<file path="src/rtl/ss_scan_pkg.sv">
// Shared types and helpers for the time-multiplexed input stabilizer.
package ss_scan_pkg;

    typedef enum logic [1:0] {
        IDLE = 2'd0,
        SCAN = 2'd1,
        HOLD = 2'd2
    } state_t;

    // Channel pointer width; never narrower than one bit.
    function automatic int ptr_w(input int n);
        return (n <= 2) ? 1 : $clog2(n);
    endfunction

endpackage

</file>
<file path="src/rtl/ss_scan_sync.sv">
// N-bit two-flop synchronizer for asynchronous raw lines.
module ss_scan_sync #(
    parameter int N = 4
) (
    input  logic         i_clk,
    input  logic         i_reset,
    input  logic [N-1:0] i_d,
    output logic [N-1:0] o_q
);

    logic [N-1:0] meta;

    always_ff @(posedge i_clk or negedge i_reset) begin
        if (!i_reset) begin
            meta <= '0;
            o_q  <= '0;
        end else begin
            meta <= i_d;
            o_q  <= meta;
        end
    end

endmodule

</file>
<file path="src/rtl/ss_scan.sv">
// Round-robin input stabilizer: one shared settle counter serves N lines.
// Define SS_SCAN_SYNC_EN to pass i_in through a two-flop synchronizer.
module ss_scan
    import ss_scan_pkg::*;
#(
    parameter int N  = 4,
    parameter int D  = 3,
    parameter int CW = $clog2(D+1)
) (
    input  logic                 i_clk,
    input  logic                 i_reset,
    input  logic [N-1:0]         i_in,
    input  logic                 i_scan_en,
    output logic [N-1:0]         o_out,
    output logic                 o_chg_valid,
    output logic [$clog2(N)-1:0] o_chg_chan,
    output logic                 o_chg_val,
    input  logic                 i_chg_ready
);

    localparam int PW = ptr_w(N);

    logic [N-1:0] in_s;

`ifdef SS_SCAN_SYNC_EN
    ss_scan_sync #(.N(N)) u_sync (
        .i_clk   (i_clk),
        .i_reset (i_reset),
        .i_d     (i_in),
        .o_q     (in_s)
    );
`else
    assign in_s = i_in;
`endif

    state_t               state, state_n;
    logic [PW-1:0]        p;
    logic [N-1:0][CW-1:0] cnt;

    logic          smp, differ, hit, visit, ack;
    logic [CW:0]   inc;

    // Single shared incrementer/comparator for the channel under visit.
    assign smp    = in_s[p];
    assign differ = smp ^ o_out[p];
    assign inc    = {1'b0, cnt[p]} + (CW+1)'(1);
    assign hit    = (inc == (CW+1)'(D));

    always_ff @(posedge i_clk or negedge i_reset) begin
        if (!i_reset) state <= IDLE;
        else          state <= state_n;
    end

    always_comb begin
        state_n = state;
        visit   = 1'b0;
        ack     = 1'b0;
        case (state)
            IDLE: if (i_scan_en) state_n = SCAN;
            SCAN: begin
                // Enable is checked before the visit: dropping it skips the slot.
                if (!i_scan_en) state_n = IDLE;
                else begin
                    visit = 1'b1;
                    if (differ && hit) state_n = HOLD;
                end
            end
            HOLD: begin
                if (o_chg_valid && i_chg_ready) begin
                    ack     = 1'b1;
                    state_n = i_scan_en ? SCAN : IDLE;
                end
            end
            default: state_n = IDLE;
        endcase
    end

    always_ff @(posedge i_clk or negedge i_reset) begin
        if (!i_reset) begin
            o_out       <= '0;
            o_chg_valid <= 1'b0;
            o_chg_chan  <= '0;
            o_chg_val   <= 1'b0;
            p           <= '0;
            cnt         <= '0;
        end else begin
            if (ack) o_chg_valid <= 1'b0;
            if (visit) begin
                p <= (p == PW'(N-1)) ? '0 : p + PW'(1);
                if (!differ) begin
                    cnt[p] <= '0;
                end else if (!hit) begin
                    cnt[p] <= inc[CW-1:0];
                end else begin
                    o_out[p]    <= smp;
                    cnt[p]      <= '0;
                    o_chg_valid <= 1'b1;
                    o_chg_chan  <= p;
                    o_chg_val   <= smp;
                end
            end
        end
    end

endmodule

</file>
<file path="config.mk">
export PLATFORM = sky130hd
export DESIGN_NAME = ss_scan
export DESIGN_NICKNAME = d
export VERILOG_FILES = /design/src/rtl/ss_scan_pkg.sv /design/src/rtl/ss_scan_sync.sv /design/src/rtl/ss_scan.sv
export SDC_FILE = /design/constraint.sdc
export NUM_CORES = 1
export LEC_CHECK = 0
export ABC_CLOCK_PERIOD_IN_PS = 5660
export CAP_MARGIN = 15
export CORE_ASPECT_RATIO = 1.4
export CORE_MARGIN = 2
export CORE_UTILIZATION = 37
export DETAILED_ROUTE_END_ITERATION = 10
export GPL_TIMING_DRIVEN = 1
export PLACE_DENSITY_LB_ADDON = 0.12
export SYNTH_ARGS = -nofsm -noshare
export SYNTH_HDL_FRONTEND = slang
export SYNTH_SLANG_ARGS = --single-unit
</file>
<file path="constraint.sdc">
create_clock -name i_clk -period 5.66 [get_ports i_clk]
set_input_delay 1.415 -clock i_clk [delete_from_list [all_inputs] [get_ports i_clk]]
set_output_delay 1.415 -clock i_clk [all_outputs]
set_load 0.02 [all_outputs]
</file>
==> results of run 1 <==
cell usage after synthesis:
cell type  number
inv_1           3
dfrtp_1        20
ha_1            5
xor2_1          4
nand2_1        20
a31o_2          1
a22o_1          4
mux2i_1         3
mux4_2          4
nor2_1          4
clkbuf_1        1
o31a_1          1
a21o_1          5
inv_4           1
nand3_1         1
buf_6           1
nor2b_4         1
nand2b_1        1
and3b_1         1
nand4b_1        1
nor2b_1         1
mux2_2          1
mux2_4          1
nand3b_1        1
a31oi_1         2
o31ai_1         4
buf_2           1
o21ai_0        11
worst reg2reg max path, stage by stage (launching register included):
cell and delay (ns):
dfrtp_1 0.67, mux2i_1 0.25, mux2_2 0.20, ha_1 0.25
nand4b_1 0.33, nor2b_1 0.35, nand2_1 0.09, a22o_1 0.23
sequential cells by signal, summed over array words and instances (netlist names):
signal / cells
cnt: 8
o_out: 4
o_chg_chan: 2
p: 2
state: 2
o_chg_val: 1
o_chg_valid: 1
power by group through the flow:
stage | combinational, mW | clock, mW | sequential, mW
3_5_place_dp | 0.248 | 0 | 0.237
6_report | 0.247 | 0.0929 | 0.233
5_1_grt | 0.278 | 0.102 | 0.242
2_1_floorplan | 0.191 | 0 | 0.220
3_3_place_gp | 0.244 | 0 | 0.234
4_1_cts | 0.250 | 0.0972 | 0.234
routing by layer:
metal,vias up,global-route usage,routed length [um]
met5,-,0,0
met1,412,0.207,1060
met2,9,0.301,1300
met3,2,0.0216,52
met4,0,0.0811,25
li1,408,-,-
worst max path at each step:
| stage | from | endpoint | slack (ns) | cells after the start |
|---|---|---|---|---|
| 2_1_floorplan | i_in[0] | o_chg_chan[1]$_DFFE_PN0P_ | 3.02 | 4 |
| 3_3_place_gp | i_in[0] | o_chg_chan[1]$_DFFE_PN0P_ | 2.53 | 5 |
| 3_5_place_dp | i_in[3] | o_chg_chan[1]$_DFFE_PN0P_ | 2.50 | 5 |
| 4_1_cts | i_in[3] | o_chg_chan[1]$_DFFE_PN0P_ | 2.78 | 5 |
| 5_1_grt | i_in[1] | o_chg_chan[1]$_DFFE_PN0P_ | 2.75 | 5 |
| 6_report | i_in[3] | o_chg_chan[1]$_DFFE_PN0P_ | 2.77 | 5 |
kinds of logic (layout without fill, tap and decap cells):
kind of cell	after synthesis	in the layout	synth area share
compound gates	28	28	0.168
xor+xnor	4	4	0.0314
mux	9	9	0.131
simple gates	31	31	0.131
flops	20	20	0.448
fa+ha+maj	5	5	0.0561
buf+inv	7	22	0.0336
metrics by stage:
| step | total power, mW | cell area [sq um] | setup slack, ns |
|---|---|---|---|
| after floorplan | 0.411 | 1120 | 3.02 |
| after global routing | 0.621 | 1330 | 2.75 |
| after detailed placement | 0.485 | 1290 | 2.50 |
| after CTS | 0.580 | 1330 | 2.78 |
| after global placement | 0.478 | 1290 | 2.53 |
| final | 0.573 | 1330 | 2.77 |
cell type report:
class                           count  share of cell area
Clock buffer                        3              0.0310
Inverter                            4              0.0131
Multi-Input combinational cell     77               0.433
Sequential cell                    20               0.375
Tap cell                           37              0.0347
Timing Repair Buffer               15               0.113
==> flow_metrics.py, run 1 <==
metrics = {
    "clock_tree": {
        "cts_hold_buf": 0,
        "cts_setup_buffers": 0,
        "htree_levels": 1,
        "clk_pin_slew_worst_paths_ns": 0.07,
        "ctsResizeCount": 0,
        "cts.sinks": 20,
        "root_buffer": "clkbuf_8",
        "cts_tree": "built",
        "numCtsBuffers": 3,
        "clockBufferDepth": 2,
        "clk_latency_ns": 0.26,
    },
    "global_routing": {
        "grt_max_degree": 21,
        "grtUsageTotal": 0.170,
        "globalRouteOverflowTotal": 0,
        "antenna_found_initial": 0,
        "grt_pass1_wl_mm": 4.38,
        "grt_pass1_vias": 917,
    },
    "drt": {
        "wl_mm": 2.43,
        "viasPerCell": 5.33,
        "vias": 831,
        "drc_errors": 0,
        "wl_per_cell_um": 15.6,
        "drtPass1Iterations": 4,
        "drt_iter0_markers": 12,
        "ant_nets": 0,
    },
    "die": {
        "io_pins": 16,
        "rows": 23,
        "die_w_um": 50.4,
        "start_util": 0.388,
        "coreArea_sq_mm": 0.00288,
        "fp.dieArea_sq_mm": 0.00348,
        "die_y_um": 69.0,
    },
    "cells_and_area": {
        "postLayoutCoreUtil": 0.463,
        "drive_above_1_share": 0.101,
        "mostFrequentLayoutCells": "nand2_1, dfrtp_1, clkdlybuf4s50_1, o21ai_0",
        "multiInputGateArea_sq_um": 578,
        "seqCellArea_sq_um": 500,
        "area_delta_synth_final_pct": 19.5,
        "layout.cells.non_filler": 156,
        "diodes": 0,
        "fillerInstances": 300,
        "nets": 134,
    },
    "critical_path": {
        "rrSetupSlack_ns": 3.18,
        "reg2reg_from": "p[1]$_DFFE_PN0P_",
        "reg2reg_depth": 7,
        "cp_top_family": "multiplexers",
        "cp-start-kind": "primary input",
        "path_buf_inv": 1,
        "r2r_end": "o_out[2]$_DFFE_PN0P_",
        "endpoint_kind": "register",
        "critical_path_class": "primary input to register",
        "crit_arrival_ns": 3.03,
        "crit_path_cell_trace": "clkdlybuf4s50_1, xor2_1, mux4_2, nor2b_4, mux2_4",
        "slowest_delay_ns": 0.52,
        "cp_slowest_cell": "mux4_2",
        "crit_required_ns": 5.80,
        "crit_fanout": 4,
    },
    "min_path": {
        "holdCritPathClass": "register to register",
        "hold_depth": 2,
        "hold_end": "cnt[4]$_DFFE_PN0P_",
        "min_from": "cnt[4]$_DFFE_PN0P_",
    },
    "timing": {
        "fin_crit_sh": 0.510,
        "slew_violations": 0,
        "hold_viol": 0,
        "finClkSkew_ns": 0.00538,
        "whs_ns": 0.482,
        "tns_ns": 0,
        "rsz0062_at_grt": "false",
        "slew_headroom": 0.388,
        "fmax_ghz": 0.347,
        "worst_pin_slew_ns": 0.915,
        "setup_viol": 0,
        "fin_crit_ns": 2.89,
    },
    "power": {
        "p_int_mw": 0.346,
        "ir_drop_uv": 164,
        "pwr-share-seq": 0.407,
        "power.share.switching": 0.395,
        "switchingPower_mw": 0.226,
        "p_comb_frac": 0.431,
        "leakage_nw": 0.560,
        "clockPowerShare": 0.162,
        "pwr_density_cell_mw_per_mm2": 429,
    },
    "run_status": {
        "status": "finished, final reports clean",
    },
    "logic_synthesis": {
        "synth_nets": 117,
        "syn-cell-area_sq_mm": 0.00112,
        "ys_ff_latch": 20,
        "synth_area_per_cell_sq_um": 10.7,
        "synth_area_leaders": "dfrtp_1, mux4_2, nand2_1",
        "syn_inst": 104,
        "yosysWarnings": 0,
        "yosys.area.top_type": "dfrtp_1",
        "ys_types": 28,
        "yosys.area.top_type_share": 0.448,
        "yosysSeqAreaShare": 0.448,
    },
    "placed_design": {
        "post-place-cells": 153,
        "place_hpwl_mm": 1.87,
        "portBuffers": 15,
        "place_congestion": 0.763,
    },
    "job": {
        "maxCapViolations": 0,
    },
}
(Power assumes the default switching activity.)
==> run 2, diff against run 1 <==
ABC_CLOCK_PERIOD_IN_PS = 2400   (was 5660)
clock period = 2.4 ns   (was 5.66 ns; I/O delays follow)
==> run 2 against run 1 <==
Net effect:
- register-to-register slack lost 2.8 ns
- die area is the same
- core utilization grew 1.0 points
- largest cell class unchanged
- largest power group unchanged
- highest routed layer unchanged
==> flow_metrics.py, run 2 (synthesis results as in run 1) <==
metrics = {
    "cells_and_area": {
        "diodes": 0,
        "reg_top3": "cnt x8, o_out x4",
        "area_delta_synth_final_pct": 22.2,
        "nets": 138,
        "drive_above_1_share": 0.130,
        "largest_reg_flops": 8,
        "mostFrequentLayoutCells": "nand2_1, dfrtp_1, clkdlybuf4s50_1, o21ai_0",
        "largest-register": "cnt",
        "postLayoutCoreUtil": 0.474,
        "fillerInstances": 280,
        "multiInputGateArea_sq_um": 578,
        "seqCellArea_sq_um": 500,
        "finalInstanceArea_sq_mm": 0.00136,
    },
    "critical_path": {
        "reg2reg_from": "p[1]$_DFFE_PN0P_",
        "r2r_end": "o_chg_chan[1]$_DFFE_PN0P_",
        "rrSetupSlack_ns": 0.36,
        "endpoint_kind": "register",
        "crit_arrival_ns": 2.19,
        "cp-start-kind": "primary input",
        "reg2reg_depth": 7,
        "critical_path_class": "primary input to register",
        "crit_required_ns": 2.54,
        "crit_fanout": 4,
    },
    "drt": {
        "viasPerCell": 5.21,
        "drt_iter0_markers": 13,
        "wl_per_cell_um": 15.0,
        "drtPass1Iterations": 3,
        "vias": 833,
        "ant_nets": 0,
        "wl_mm": 2.40,
        "drc_errors": 0,
    },
    "job": {
        "maxCapViolations": 0,
    },
    "placed_design": {
        "postPlaceCellArea_sq_mm": 0.00132,
        "portBuffers": 15,
        "place_hpwl_mm": 1.84,
        "place_congestion": 0.811,
    },
    "global_routing": {
        "grtUsageTotal": 0.163,
        "grt_pass1_wl_mm": 4.15,
        "antenna_found_initial": 0,
        "grt_max_degree": 21,
        "globalRouteOverflowTotal": 0,
        "grt_pass1_vias": 877,
    },
    "die": {
        "rows": 23,
        "coreArea_sq_mm": 0.00288,
        "fp.dieArea_sq_mm": 0.00348,
        "start_util": 0.388,
        "die_w_um": 50.4,
        "die_y_um": 69.0,
        "io_pins": 16,
    },
    "timing": {
        "fin_crit_sh": 0.853,
        "slew_violations": 0,
        "whs_ns": 0.482,
        "fin_crit_ns": 2.05,
        "slew_headroom": 0.808,
        "hold_viol": 0,
        "rsz0062_at_grt": "false",
        "fmax_ghz": 0.488,
        "tns_ns": 0,
        "setup_viol": 0,
        "worst_pin_slew_ns": 0.288,
        "finClkSkew_ns": 0.00650,
    },
    "power": {
        "leakage_nw": 0.579,
        "pwr_density_cell_mw_per_mm2": 1010,
        "ir_drop_uv": 407,
    },
    "run_status": {
        "status": "finished, final reports clean",
    },
    "min_path": {
        "min_from": "cnt[7]$_DFFE_PN0P_",
        "hold_end": "cnt[7]$_DFFE_PN0P_",
        "hold_depth": 2,
        "holdCritPathClass": "register to register",
    },
    "clock_tree": {
        "cts_hold_buf": 0,
        "cts_setup_buffers": 0,
        "root_buffer": "clkbuf_8",
        "htree_levels": 1,
        "clk_latency_ns": 0.25,
        "cts_tree": "built",
        "ctsResizeCount": 0,
        "clk_pin_slew_worst_paths_ns": 0.07,
        "clockBufferDepth": 2,
        "cts.sinks": 20,
        "numCtsBuffers": 3,
    },
}
[run 2: cell types whose count changed in the layout (fill, tap and decap cells not counted), sizes merged]
cell | previous run | this run
buf | 0 | 4
[run 2: worst max-delay path: stages]
cell and delay (ns):
clkdlybuf4s50_1 0.43, xor2_1 0.18, mux4_2 0.53, nor2b_4 0.16
mux2_4 0.28
[run 2: routing by layer]
layer	vias up	wire (um)	global-route usage
met5	-	0	0
met4	0	26	0.0709
met3	2	59	0.0216
met2	9	1270	0.296
met1	410	1040	0.193
li1	412	-	-
[run 2: layout make-up]
cell class	instances	share of cell area
multi-input cells	77	0.424
flip-flops and latches	20	0.367
repair buffers	19	0.132
well taps	37	0.0339
inverters	4	0.0128
clock buffers	3	0.0303
[run 2: worst max-delay path by stage]
stage,to,cells after the start,slack (ns),from
after floorplan,o_out[0]$_DFFE_PN0P_,7,0.30,p[0]$_DFFE_PN0P_
after global placement,o_chg_chan[1]$_DFFE_PN0P_,5,0.10,i_in[0]
after detailed placement,o_chg_chan[1]$_DFFE_PN0P_,5,0.08,i_in[0]
after CTS,o_chg_chan[1]$_DFFE_PN0P_,7,0.34,p[1]$_DFFE_PN0P_
after global routing,o_chg_chan[0]$_DFFE_PN0P_,7,0.19,p[1]$_DFFE_PN0P_
final,o_chg_chan[1]$_DFFE_PN0P_,5,0.35,i_in[0]
[run 2: power breakdown]
part           internal, mW  leakage (nW)  switching (mW)
Sequential            0.433         0.236          0.0775
Clock                 0.111        0.0216           0.102
Combinational         0.298         0.321           0.362
[run 2: through the flow]
| stage | std cells | setup slack (ns) | power [mW] |
|---|---|---|---|
| after global routing | 160 | 0.185 | 1.51 |
| after floorplan | 104 | 0.297 | 0.969 |
| final | 160 | 0.353 | 1.38 |
| after CTS | 160 | 0.336 | 1.40 |
| after detailed placement | 157 | 0.0773 | 1.17 |
| after global placement | 157 | 0.102 | 1.15 |
